**src/rtl/rocc_cmd_issuer_if.sv**
```systemverilog
// RoCC command/response channel between the core-side issuer (master) and an accelerator (slave).
interface rocc_cmd_issuer_if #(
  parameter int xLen = 64
);
  logic            rocc_cmd_valid;
  logic            rocc_cmd_ready;
  logic [31:0]     rocc_cmd_bits_inst;
  logic [xLen-1:0] rocc_cmd_bits_rs1;
  logic [xLen-1:0] rocc_cmd_bits_rs2;
  logic            rocc_resp_valid;
  logic            rocc_resp_ready;
  logic [4:0]      rocc_resp_bits_rd;
  logic [xLen-1:0] rocc_resp_bits_data;

  modport master (
    output rocc_cmd_valid, rocc_cmd_bits_inst, rocc_cmd_bits_rs1, rocc_cmd_bits_rs2, rocc_resp_ready,
    input  rocc_cmd_ready, rocc_resp_valid, rocc_resp_bits_rd, rocc_resp_bits_data
  );

  modport slave (
    input  rocc_cmd_valid, rocc_cmd_bits_inst, rocc_cmd_bits_rs1, rocc_cmd_bits_rs2, rocc_resp_ready,
    output rocc_cmd_ready, rocc_resp_valid, rocc_resp_bits_rd, rocc_resp_bits_data
  );
endinterface

```
**src/rtl/rocc_cmd_issuer.sv**
```systemverilog
// Core-side RoCC initiator: command FIFO, rd scoreboard for xd=1 commands, registered write-back,
// fence drain FSM, response timeout and unexpected-response detection.
module rocc_cmd_issuer #(
  parameter int xLen      = 64,
  parameter int CMD_DEPTH = 4,
  parameter int MAX_OUTST = 8,
  parameter int TIMEOUT   = 1024
) (
  input  logic            clock,
  input  logic            reset,
  input  logic            host_valid,
  output logic            host_ready,
  input  logic [31:0]     host_inst,
  input  logic [xLen-1:0] host_rs1,
  input  logic [xLen-1:0] host_rs2,
  input  logic            fence_valid,
  output logic            fence_done,
  rocc_cmd_issuer_if.master rocc,
  output logic            wb_valid,
  output logic [4:0]      wb_rd,
  output logic [xLen-1:0] wb_data,
  output logic [5:0]      outstanding,
  output logic            busy,
  output logic            err_unexpected,
  output logic            err_timeout
);
  localparam int PW = $clog2(CMD_DEPTH);
  localparam int CW = PW + 1;
  localparam int TW = $clog2(TIMEOUT);

  typedef enum logic {RUN, FENCE} state_t;

  logic [31:0]     inst_mem [CMD_DEPTH];
  logic [xLen-1:0] rs1_mem  [CMD_DEPTH];
  logic [xLen-1:0] rs2_mem  [CMD_DEPTH];
  logic [PW-1:0]   wr_ptr, rd_ptr;
  logic [CW-1:0]   count;
  logic [31:0]     pending, pending_next;
  logic [TW-1:0]   timer;
  state_t          state, state_next;
  logic            fence_done_next;

  logic        empty, full, push, issue, track, stall;
  logic        resp_hit, resp_miss;
  logic [31:0] head_inst;
  logic        head_xd;
  logic [4:0]  head_rd;

  assign empty     = (count == '0);
  assign full      = (count == CW'(CMD_DEPTH));
  assign head_inst = inst_mem[rd_ptr];
  assign head_xd   = head_inst[14];
  assign head_rd   = head_inst[11:7];

  // Stall terms depend only on registered state and the unchanged head, so valid cannot drop before ready.
  assign stall = head_xd && (pending[head_rd] || (outstanding == 6'(MAX_OUTST)));

  assign host_ready               = !full && (state == RUN);
  assign rocc.rocc_cmd_valid      = !empty && !stall;
  assign rocc.rocc_cmd_bits_inst  = empty ? '0 : head_inst;
  assign rocc.rocc_cmd_bits_rs1   = empty ? '0 : rs1_mem[rd_ptr];
  assign rocc.rocc_cmd_bits_rs2   = empty ? '0 : rs2_mem[rd_ptr];
  assign rocc.rocc_resp_ready     = 1'b1;

  assign push      = host_valid && host_ready;
  assign issue     = rocc.rocc_cmd_valid && rocc.rocc_cmd_ready;
  assign track     = issue && head_xd;
  assign resp_hit  = rocc.rocc_resp_valid && pending[rocc.rocc_resp_bits_rd];
  assign resp_miss = rocc.rocc_resp_valid && !pending[rocc.rocc_resp_bits_rd];
  assign busy      = !empty || (outstanding != '0);

  // NOTE: payload storage has no reset; empty gates the head outputs so stale entries never escape.
  always_ff @(posedge clock) begin
    if (push) begin
      inst_mem[wr_ptr] <= host_inst;
      rs1_mem[wr_ptr]  <= host_rs1;
      rs2_mem[wr_ptr]  <= host_rs2;
    end
  end

  // NOTE: sequential state uses non-blocking assignments so every flop samples pre-edge values.
  always_ff @(posedge clock) begin
    if (reset) begin
      wr_ptr <= '0;
      rd_ptr <= '0;
      count  <= '0;
    end else begin
      if (push)  wr_ptr <= wr_ptr + PW'(1);
      if (issue) rd_ptr <= rd_ptr + PW'(1);
      count <= count + CW'(push) - CW'(issue);
    end
  end

  // NOTE: defaults first so every path assigns every output and no latch is inferred.
  always_comb begin
    pending_next = pending;
    if (resp_hit) pending_next[rocc.rocc_resp_bits_rd] = 1'b0;
    if (track)    pending_next[head_rd] = 1'b1;
  end

  always_ff @(posedge clock) begin
    if (reset) begin
      pending        <= '0;
      outstanding    <= '0;
      wb_valid       <= 1'b0;
      wb_rd          <= '0;
      wb_data        <= '0;
      err_unexpected <= 1'b0;
    end else begin
      pending     <= pending_next;
      outstanding <= outstanding + 6'(track) - 6'(resp_hit);
      wb_valid    <= resp_hit;
      if (resp_hit) begin
        wb_rd   <= rocc.rocc_resp_bits_rd;
        wb_data <= rocc.rocc_resp_bits_data;
      end
      if (resp_miss) err_unexpected <= 1'b1;
    end
  end

  // Timer counts idle cycles while responses are owed; it saturates once the error is flagged.
  always_ff @(posedge clock) begin
    if (reset) begin
      timer       <= '0;
      err_timeout <= 1'b0;
    end else if (rocc.rocc_resp_valid || (outstanding == '0)) begin
      timer <= '0;
    end else if (timer == TW'(TIMEOUT - 1)) begin
      err_timeout <= 1'b1;
    end else begin
      timer <= timer + TW'(1);
    end
  end

  always_comb begin
    state_next      = state;
    fence_done_next = 1'b0;
    case (state)
      RUN:   if (fence_valid) state_next = FENCE;
      FENCE: if (empty && (outstanding == '0)) begin
        state_next      = RUN;
        fence_done_next = 1'b1;
      end
      default: state_next = RUN;
    endcase
  end

  always_ff @(posedge clock) begin
    if (reset) begin
      state      <= RUN;
      fence_done <= 1'b0;
    end else begin
      state      <= state_next;
      fence_done <= fence_done_next;
    end
  end
endmodule

```
**src/flat_wrapper.sv**
```systemverilog
// flat-port wrapper written by rule: the top's interface ports become plain ports
module rocc_cmd_issuer_flat 
#(
  parameter int xLen      = 64,
  parameter int CMD_DEPTH = 4,
  parameter int MAX_OUTST = 8,
  parameter int TIMEOUT   = 1024
)
  (clock, reset, host_valid, host_ready, host_inst, host_rs1, host_rs2, fence_valid, fence_done, wb_valid, wb_rd, wb_data, outstanding, busy, err_unexpected, err_timeout, rocc_rocc_cmd_valid, rocc_rocc_cmd_bits_inst, rocc_rocc_cmd_bits_rs1, rocc_rocc_cmd_bits_rs2, rocc_rocc_resp_ready, rocc_rocc_cmd_ready, rocc_rocc_resp_valid, rocc_rocc_resp_bits_rd, rocc_rocc_resp_bits_data);
  rocc_cmd_issuer_if #(.xLen(xLen)) rocc_i ();
  input  logic clock;
  input  logic reset;
  input  logic host_valid;
  output logic host_ready;
  input  logic [31:0] host_inst;
  input  logic [xLen-1:0] host_rs1;
  input  logic [xLen-1:0] host_rs2;
  input  logic fence_valid;
  output logic fence_done;
  output logic wb_valid;
  output logic [4:0] wb_rd;
  output logic [xLen-1:0] wb_data;
  output logic [5:0] outstanding;
  output logic busy;
  output logic err_unexpected;
  output logic err_timeout;
  output wire logic [$bits(rocc_i.rocc_cmd_valid)-1:0] rocc_rocc_cmd_valid;
  output wire logic [$bits(rocc_i.rocc_cmd_bits_inst)-1:0] rocc_rocc_cmd_bits_inst;
  output wire logic [$bits(rocc_i.rocc_cmd_bits_rs1)-1:0] rocc_rocc_cmd_bits_rs1;
  output wire logic [$bits(rocc_i.rocc_cmd_bits_rs2)-1:0] rocc_rocc_cmd_bits_rs2;
  output wire logic [$bits(rocc_i.rocc_resp_ready)-1:0] rocc_rocc_resp_ready;
  input wire logic [$bits(rocc_i.rocc_cmd_ready)-1:0] rocc_rocc_cmd_ready;
  input wire logic [$bits(rocc_i.rocc_resp_valid)-1:0] rocc_rocc_resp_valid;
  input wire logic [$bits(rocc_i.rocc_resp_bits_rd)-1:0] rocc_rocc_resp_bits_rd;
  input wire logic [$bits(rocc_i.rocc_resp_bits_data)-1:0] rocc_rocc_resp_bits_data;
  assign rocc_rocc_cmd_valid = rocc_i.rocc_cmd_valid;
  assign rocc_rocc_cmd_bits_inst = rocc_i.rocc_cmd_bits_inst;
  assign rocc_rocc_cmd_bits_rs1 = rocc_i.rocc_cmd_bits_rs1;
  assign rocc_rocc_cmd_bits_rs2 = rocc_i.rocc_cmd_bits_rs2;
  assign rocc_rocc_resp_ready = rocc_i.rocc_resp_ready;
  assign rocc_i.rocc_cmd_ready = rocc_rocc_cmd_ready;
  assign rocc_i.rocc_resp_valid = rocc_rocc_resp_valid;
  assign rocc_i.rocc_resp_bits_rd = rocc_rocc_resp_bits_rd;
  assign rocc_i.rocc_resp_bits_data = rocc_rocc_resp_bits_data;
  rocc_cmd_issuer #(.xLen(xLen), .CMD_DEPTH(CMD_DEPTH), .MAX_OUTST(MAX_OUTST), .TIMEOUT(TIMEOUT)) u_core (.clock(clock), .reset(reset), .host_valid(host_valid), .host_ready(host_ready), .host_inst(host_inst), .host_rs1(host_rs1), .host_rs2(host_rs2), .fence_valid(fence_valid), .fence_done(fence_done), .rocc(rocc_i), .wb_valid(wb_valid), .wb_rd(wb_rd), .wb_data(wb_data), .outstanding(outstanding), .busy(busy), .err_unexpected(err_unexpected), .err_timeout(err_timeout));
endmodule
```
**config.mk**
```make
export PLATFORM = sky130hd
export DESIGN_NAME = rocc_cmd_issuer_flat
export DESIGN_NICKNAME = d
export VERILOG_FILES = /design/src/rtl/rocc_cmd_issuer_if.sv /design/src/rtl/rocc_cmd_issuer.sv /design/src/flat_wrapper.sv
export SDC_FILE = /design/constraint.sdc
export NUM_CORES = 1
export LEC_CHECK = 0
export ABC_AREA = 0
export CAP_MARGIN = 20
export CORE_ASPECT_RATIO = 0.6
export CORE_MARGIN = 2
export CORE_UTILIZATION = 60
export CTS_BUF_LIST = sky130_fd_sc_hd__clkbuf_2
export DETAILED_ROUTE_END_ITERATION = 7
export PLACE_DENSITY = 0.88
export SYNTH_ARGS = -nofsm -noshare
export SYNTH_HDL_FRONTEND = slang
export SYNTH_SLANG_ARGS = --single-unit
```
**constraint.sdc**
```tcl
create_clock -name clock -period 11 [get_ports clock]
set_input_delay 2.2 -clock clock [delete_from_list [all_inputs] [get_ports clock]]
set_output_delay 2.2 -clock clock [all_outputs]
set_load 0.03 [all_outputs]
```
Word-level counts from Yosys, hierarchy flattened:

Memories as Yosys holds them, arrays and structs flattened. A register that Yosys moved wholly into a read port is not among the register bits.
Cells that the tools add are included.
W data, S select, Z words.

* mux-type cells: 25
* reduce and logical (&&, ||, !) cells: 24
* bitwise logic cells: 5
* eq/ne operators: 3
* add/sub/neg operators: 7
* order comparisons: 4

Operators with widths (number)
* $mux W64: 2
* $mux W32: 3
* $and A32 B32 Y32: 1
* $not A32 Y32: 1
* $or A32 B32 Y32: 1
* $lt A5 B6 Y1 const B: 2
* $mux W2: 6
* $logic_and A1 B1 Y1: 11
* $add A10 B1 Y10 const B: 1
* $bmux W1 S5: 2
* $demux W1 S5: 2
* $eq A10 B10 Y1 const B: 1
* $ge A5 B1 Y1 const B: 2
* $mux W1: 9
* $add A6 B1 Y6: 1
* $eq A6 B4 Y1 const B: 1
* $logic_not A6 Y1: 1
* $reduce_bool A6 Y1: 1
* $sub A6 B1 Y6: 1
* $add A2 B1 Y2 const B: 2
* $logic_not A1 Y1: 4
* $reduce_or A2 Y1: 2
* $add A3 B1 Y3: 1
* $eq A3 B3 Y1 const B: 1
* 6 further kinds: 9

* word-level logic and storage cells: 84
* register bits after elaboration: 129
* memory bits (writable): 640
* memories: 3
* input port bits: 235
* output and inout bits: 243

Memories
* u_core.rs1_mem: words 4, width 64, rd ports 1, clocked after Yosys merged registers in 1, wr ports 1, line rocc_cmd_issuer.sv:34 `logic [xLen-1:0] rs1_mem [CMD_DEPTH];`
* u_core.rs2_mem: words 4, width 64, rd ports 1, clocked after Yosys merged registers in 1, wr ports 1, line rocc_cmd_issuer.sv:35 `logic [xLen-1:0] rs2_mem [CMD_DEPTH];`
* u_core.inst_mem: words 4, width 32, rd ports 1, clocked after Yosys merged registers in 1, wr ports 1, line rocc_cmd_issuer.sv:33 `logic [31:0] inst_mem [CMD_DEPTH];`

Logic depth before layout (Yosys ltp):

* depth after elaboration: 10
* mapped depth: 19
* gate-level depth less buffers: 15

Worst setup path before layout:

No wires, ideal clock.

* path type: in2reg
* start: in host_valid
* end: mem u_core.inst_mem[1][0] (enable)
* slack: 4542 ps
* buffers on the path: 0
* data arrival time: 5918 ps
* data required time: 10460 ps
* setup time: 540 ps
* cell stages on the path: 1
* cell sequence: and3_1

* cells in the longest elaborated chain, start to end: 3

Ends and longest elaborated chain
* start: declaration: line flat_wrapper.sv:13 `input logic host_valid;`
* $logic_and A1 B1 Y1: line rocc_cmd_issuer.sv:65 `assign push = host_valid && host_ready;`
* $mux W1: line rocc_cmd_issuer.sv:74 `if (push) begin`
* $mux W1 (not written as such): line rocc_cmd_issuer.sv:75 `inst_mem[wr_ptr] <= host_inst;`
* end: declaration: line rocc_cmd_issuer.sv:33

Every way passes these cells.

==> summary.txt <==
Timing
  – Final Cycle Share: 67.2%
  – RSZ-0062 raised after global routing: no
  – Slew margin rel.: 32.0%
  – Final Hold Fails: 0
  – Hold Slack: around 0.46 ns
  – Fmax: between 100 and 150 MHz
  – Setup TNS: 0 ns
  – Tightest Pin Transition: between 1 and 1.5 ns
  – Fin crit period: between 7 and 8 ns
  – Final setup viols: 0
  – Setup ws final: ~3.6 ns
  – Final clock skew: around 0.068 ns
  – Slew Limit Fails: 0

Synth
  – Largest family of logic cells by synthesized area: multiplexers
  – EDFF count, synth: 640
  – Post-synthesis mux area share: 13.6%
  – Mapped Cells: around 1700
  – Synth area leaders: edfxtp_1 (64%), mux4_2 (13%), dfxtp_1 (8.8%)
  – Cell taking the most area after synthesis: edfxtp_1
  – Synth Area in Compound Gates: ~3.0%
  – Mapped Nets: 1966
  – Synth top cells by count: edfxtp_1 (640), mux4_2 (168), and2_1 (158), nand2_1 (153), dfxtp_1 (131)
  – FF+latch count, synth: between 700 and 800
  – Synth async-reset ratio: 0%
  – Share of the synthesized area in the top cell type: 64.4%
  – Post-Synth XOR/XNOR Area: less than 1%
  – Mapped cell area: approximately 30000 um2
  – Ys Warns: 0
  – Simple logic cell fraction of the synthesized area: under 10%
  – Adder-Cell Fraction of Synth Area: less than 1%
  – Dominant cell by count in the synthesized netlist: edfxtp_1
  – Synth unique cells: 47
  – Syn_area_per_cell: ~17 um2
  – Seq/Total Area, Yosys: between 70% and 80%
  – Top_reg_cell synth: edfxtp_1

Global routing
  – First-pass GRT wire length: between 100000 and 150000 um
  – Vias in the first global route: 17900
  – Total gr overflow: 0
  – Largest net degree at the start of global routing: between 100 and 150
  – Initial antenna violation count: 15
  – Global Route Usage Sum: between 20% and 30%

Place
  – Area post-placement: 35200 um2
  – Dpl hpwl: approximately 46000 um
  – Cells after DPL: 2757
  – Placer Congestion: 0.890
  – IO buf count: between 400 and 500
  – Place WS: ~4.8 ns

Floorplan
  – # IOs: ~480
  – DIE AREA: 51600 um2
  – Core area: slightly below 50000 um2
  – Die width: about 290 um
  – Row count: 63
  – Die Span Y: 177 um
  – Starting density of the core: 60.5%

Outcome
  – Outcome: finished clean

Job
  – Maxcap violations: 0

Power and ir drop
  – Pwr Density: between 200 and 250 nW/um2
  – Worst vdd ir: about 0.00016 V
  – Tot Pwr: about 8.1 mW
  – P_leak: about 12 nW

Critical path
  – Kind of end point of the critical path: output pin
  – Required arrival time at the worst endpoint: 8.80 ns
  – Worst Setup Path Type: register to output pin
  – Critical Path Start Type: register
  – Arrival @ worst endpoint: 5.19 ns
  – Max Fanout on Critical Path: 113
  – Crit path largest cell delay: between 0.6 and 0.7 ns
  – Critical Path, Cell by Cell: buf_12, mux4_2, nor3_1, a22oi_1, nand4_2, buf_4, a21boi_0, nor2_1, clkdlybuf4s50_1
  – Crit-path slowest cell: mux4_2

Clock tree
  – Clock slew at reported path FFs: 0.12 ns
  – CTS Sinks: about 770
  – Worst-Skew Late Latency: between 1 and 1.5 ns
  – Post-CTS Setup Inserts: 0
  – CTS root buf: clkbuf_2
  – Cts repair resizes: 0
  – Num CTS Buffers: approximately 170
  – CTS tree: done
  – CTS Hold Bufs: 0
  – H-tree depth: 4
  – CTS Buffer Depth: 3

Routing
  – Via Count: roughly 18000
  – Routed WL: roughly 72000 um
  – DRC viols: 0
  – Per-cell routed wire length: around 24 um
  – Vias per inst: a little under 6
  – Starting DRT DRC Count: around 1600
  – Number of routed nets with antenna violations: 0
  – DRT Pass-1 Iters: 6

Finish
  – Final nets: approximately 2500
  – Final std cells w/o fill: between 3000 and 4000
  – Final Cell Area: ~37000 um2
  – Synth-to-layout area growth: 23.3%
  – Fraction of layout cells with a size suffix above 1: slightly below 20%
  – Final core utilization: roughly three quarters
  – Fillers: 2926

Min path
  – Hold Crit Class: register to register
## path summary, 6_finish.rpt
| kind | end | cells after the start | from | slack, ns |
|---|---|---|---|---|
| hold / removal | u_core.wb_data[44] | 2 | u_core.wb_data[44] | 0.46 |
| hold reg to reg | u_core.wb_data[44] | 2 | u_core.wb_data[44] | 0.46 |
| setup / recovery | rocc_rocc_cmd_valid | 9 | register | 3.61 |
| setup reg to reg | u_core.count[2] | 15 | register | 6.23 |
## registers in the layout, summed over array words and instances, names as in the netlist, named ones only
signal	count
u_core.count	3
u_core.err_timeout	1
u_core.err_unexpected	1
u_core.fence_done	1
u_core.inst_mem	128
u_core.outstanding	6
u_core.pending	32
u_core.rd_ptr	2
u_core.rs1_mem	256
u_core.rs2_mem	256
u_core.state	1
u_core.timer	10
u_core.wb_data	64
u_core.wb_rd	5
u_core.wb_valid	1
u_core.wr_ptr	2
## area by class of cell
class	count	area [um2]	share of cell area, %
diodes	10	25.0	0.0681
clock buffers	250	1250	3.40
clock inverters	36	277	0.752
inverters	22	82.6	0.225
multi-input cells	825	7540	20.5
flip-flops and latches	771	21800	59.4
well taps	650	813	2.21
repair buffers	489	4920	13.4
## power by group
part / switching (mW) / total [mW] / internal, mW
Sequential: 0.0818 / 3.50 / 3.42
Clock: 1.08 / 1.78 / 0.697
Combinational: 1.64 / 2.82 / 1.19
Total: 2.80 / 8.10 / 5.30
## placed cells by master (no fill, tap or decap), drive strengths merged, types with 9 or more instances in the layout
cell type,instances
a21oi,108
and2,159
and3,12
buf,14
clkbuf,250
clkdlybuf4s50,475
clkinv,22
dfxtp,131
diode,10
edfxtp,640
ha,16
inv,27
mux2,9
mux2i,18
mux4,168
nand2,153
nand3,43
nor2,39
nor3,9
o21ai,33
## kinds of logic after synthesis
family / count (synthesis)
fa+ha+maj: 18
buf+inv: 117
compound gates: 161
simple gates: 438
flops: 771
mux: 195
xor+xnor: 12
other cells: 1
## worst max-delay path: cells and delay by family, from the launching register on
kind                   cells  cell delay [ns]
AO/OA/AOI/OAI              2             0.39
buffers and inverters      3             1.63
flip-flops                 1             0.38
multiplexers               1             0.69
AND/OR/NAND/NOR            3             0.73
## metal layers
| layer | global-route usage [%] | wire length [um] | vias to the layer above |
|---|---|---|---|
| li1 | - | - | 7816 |
| met1 | 38.7 | 29400 | 8893 |
| met2 | 41.6 | 33800 | 824 |
| met3 | 10.3 | 6790 | 151 |
| met4 | 10.3 | 2330 | 12 |
| met5 | 0 | 77 | - |
No activity file was read; power rests on OpenSTA's default activity.
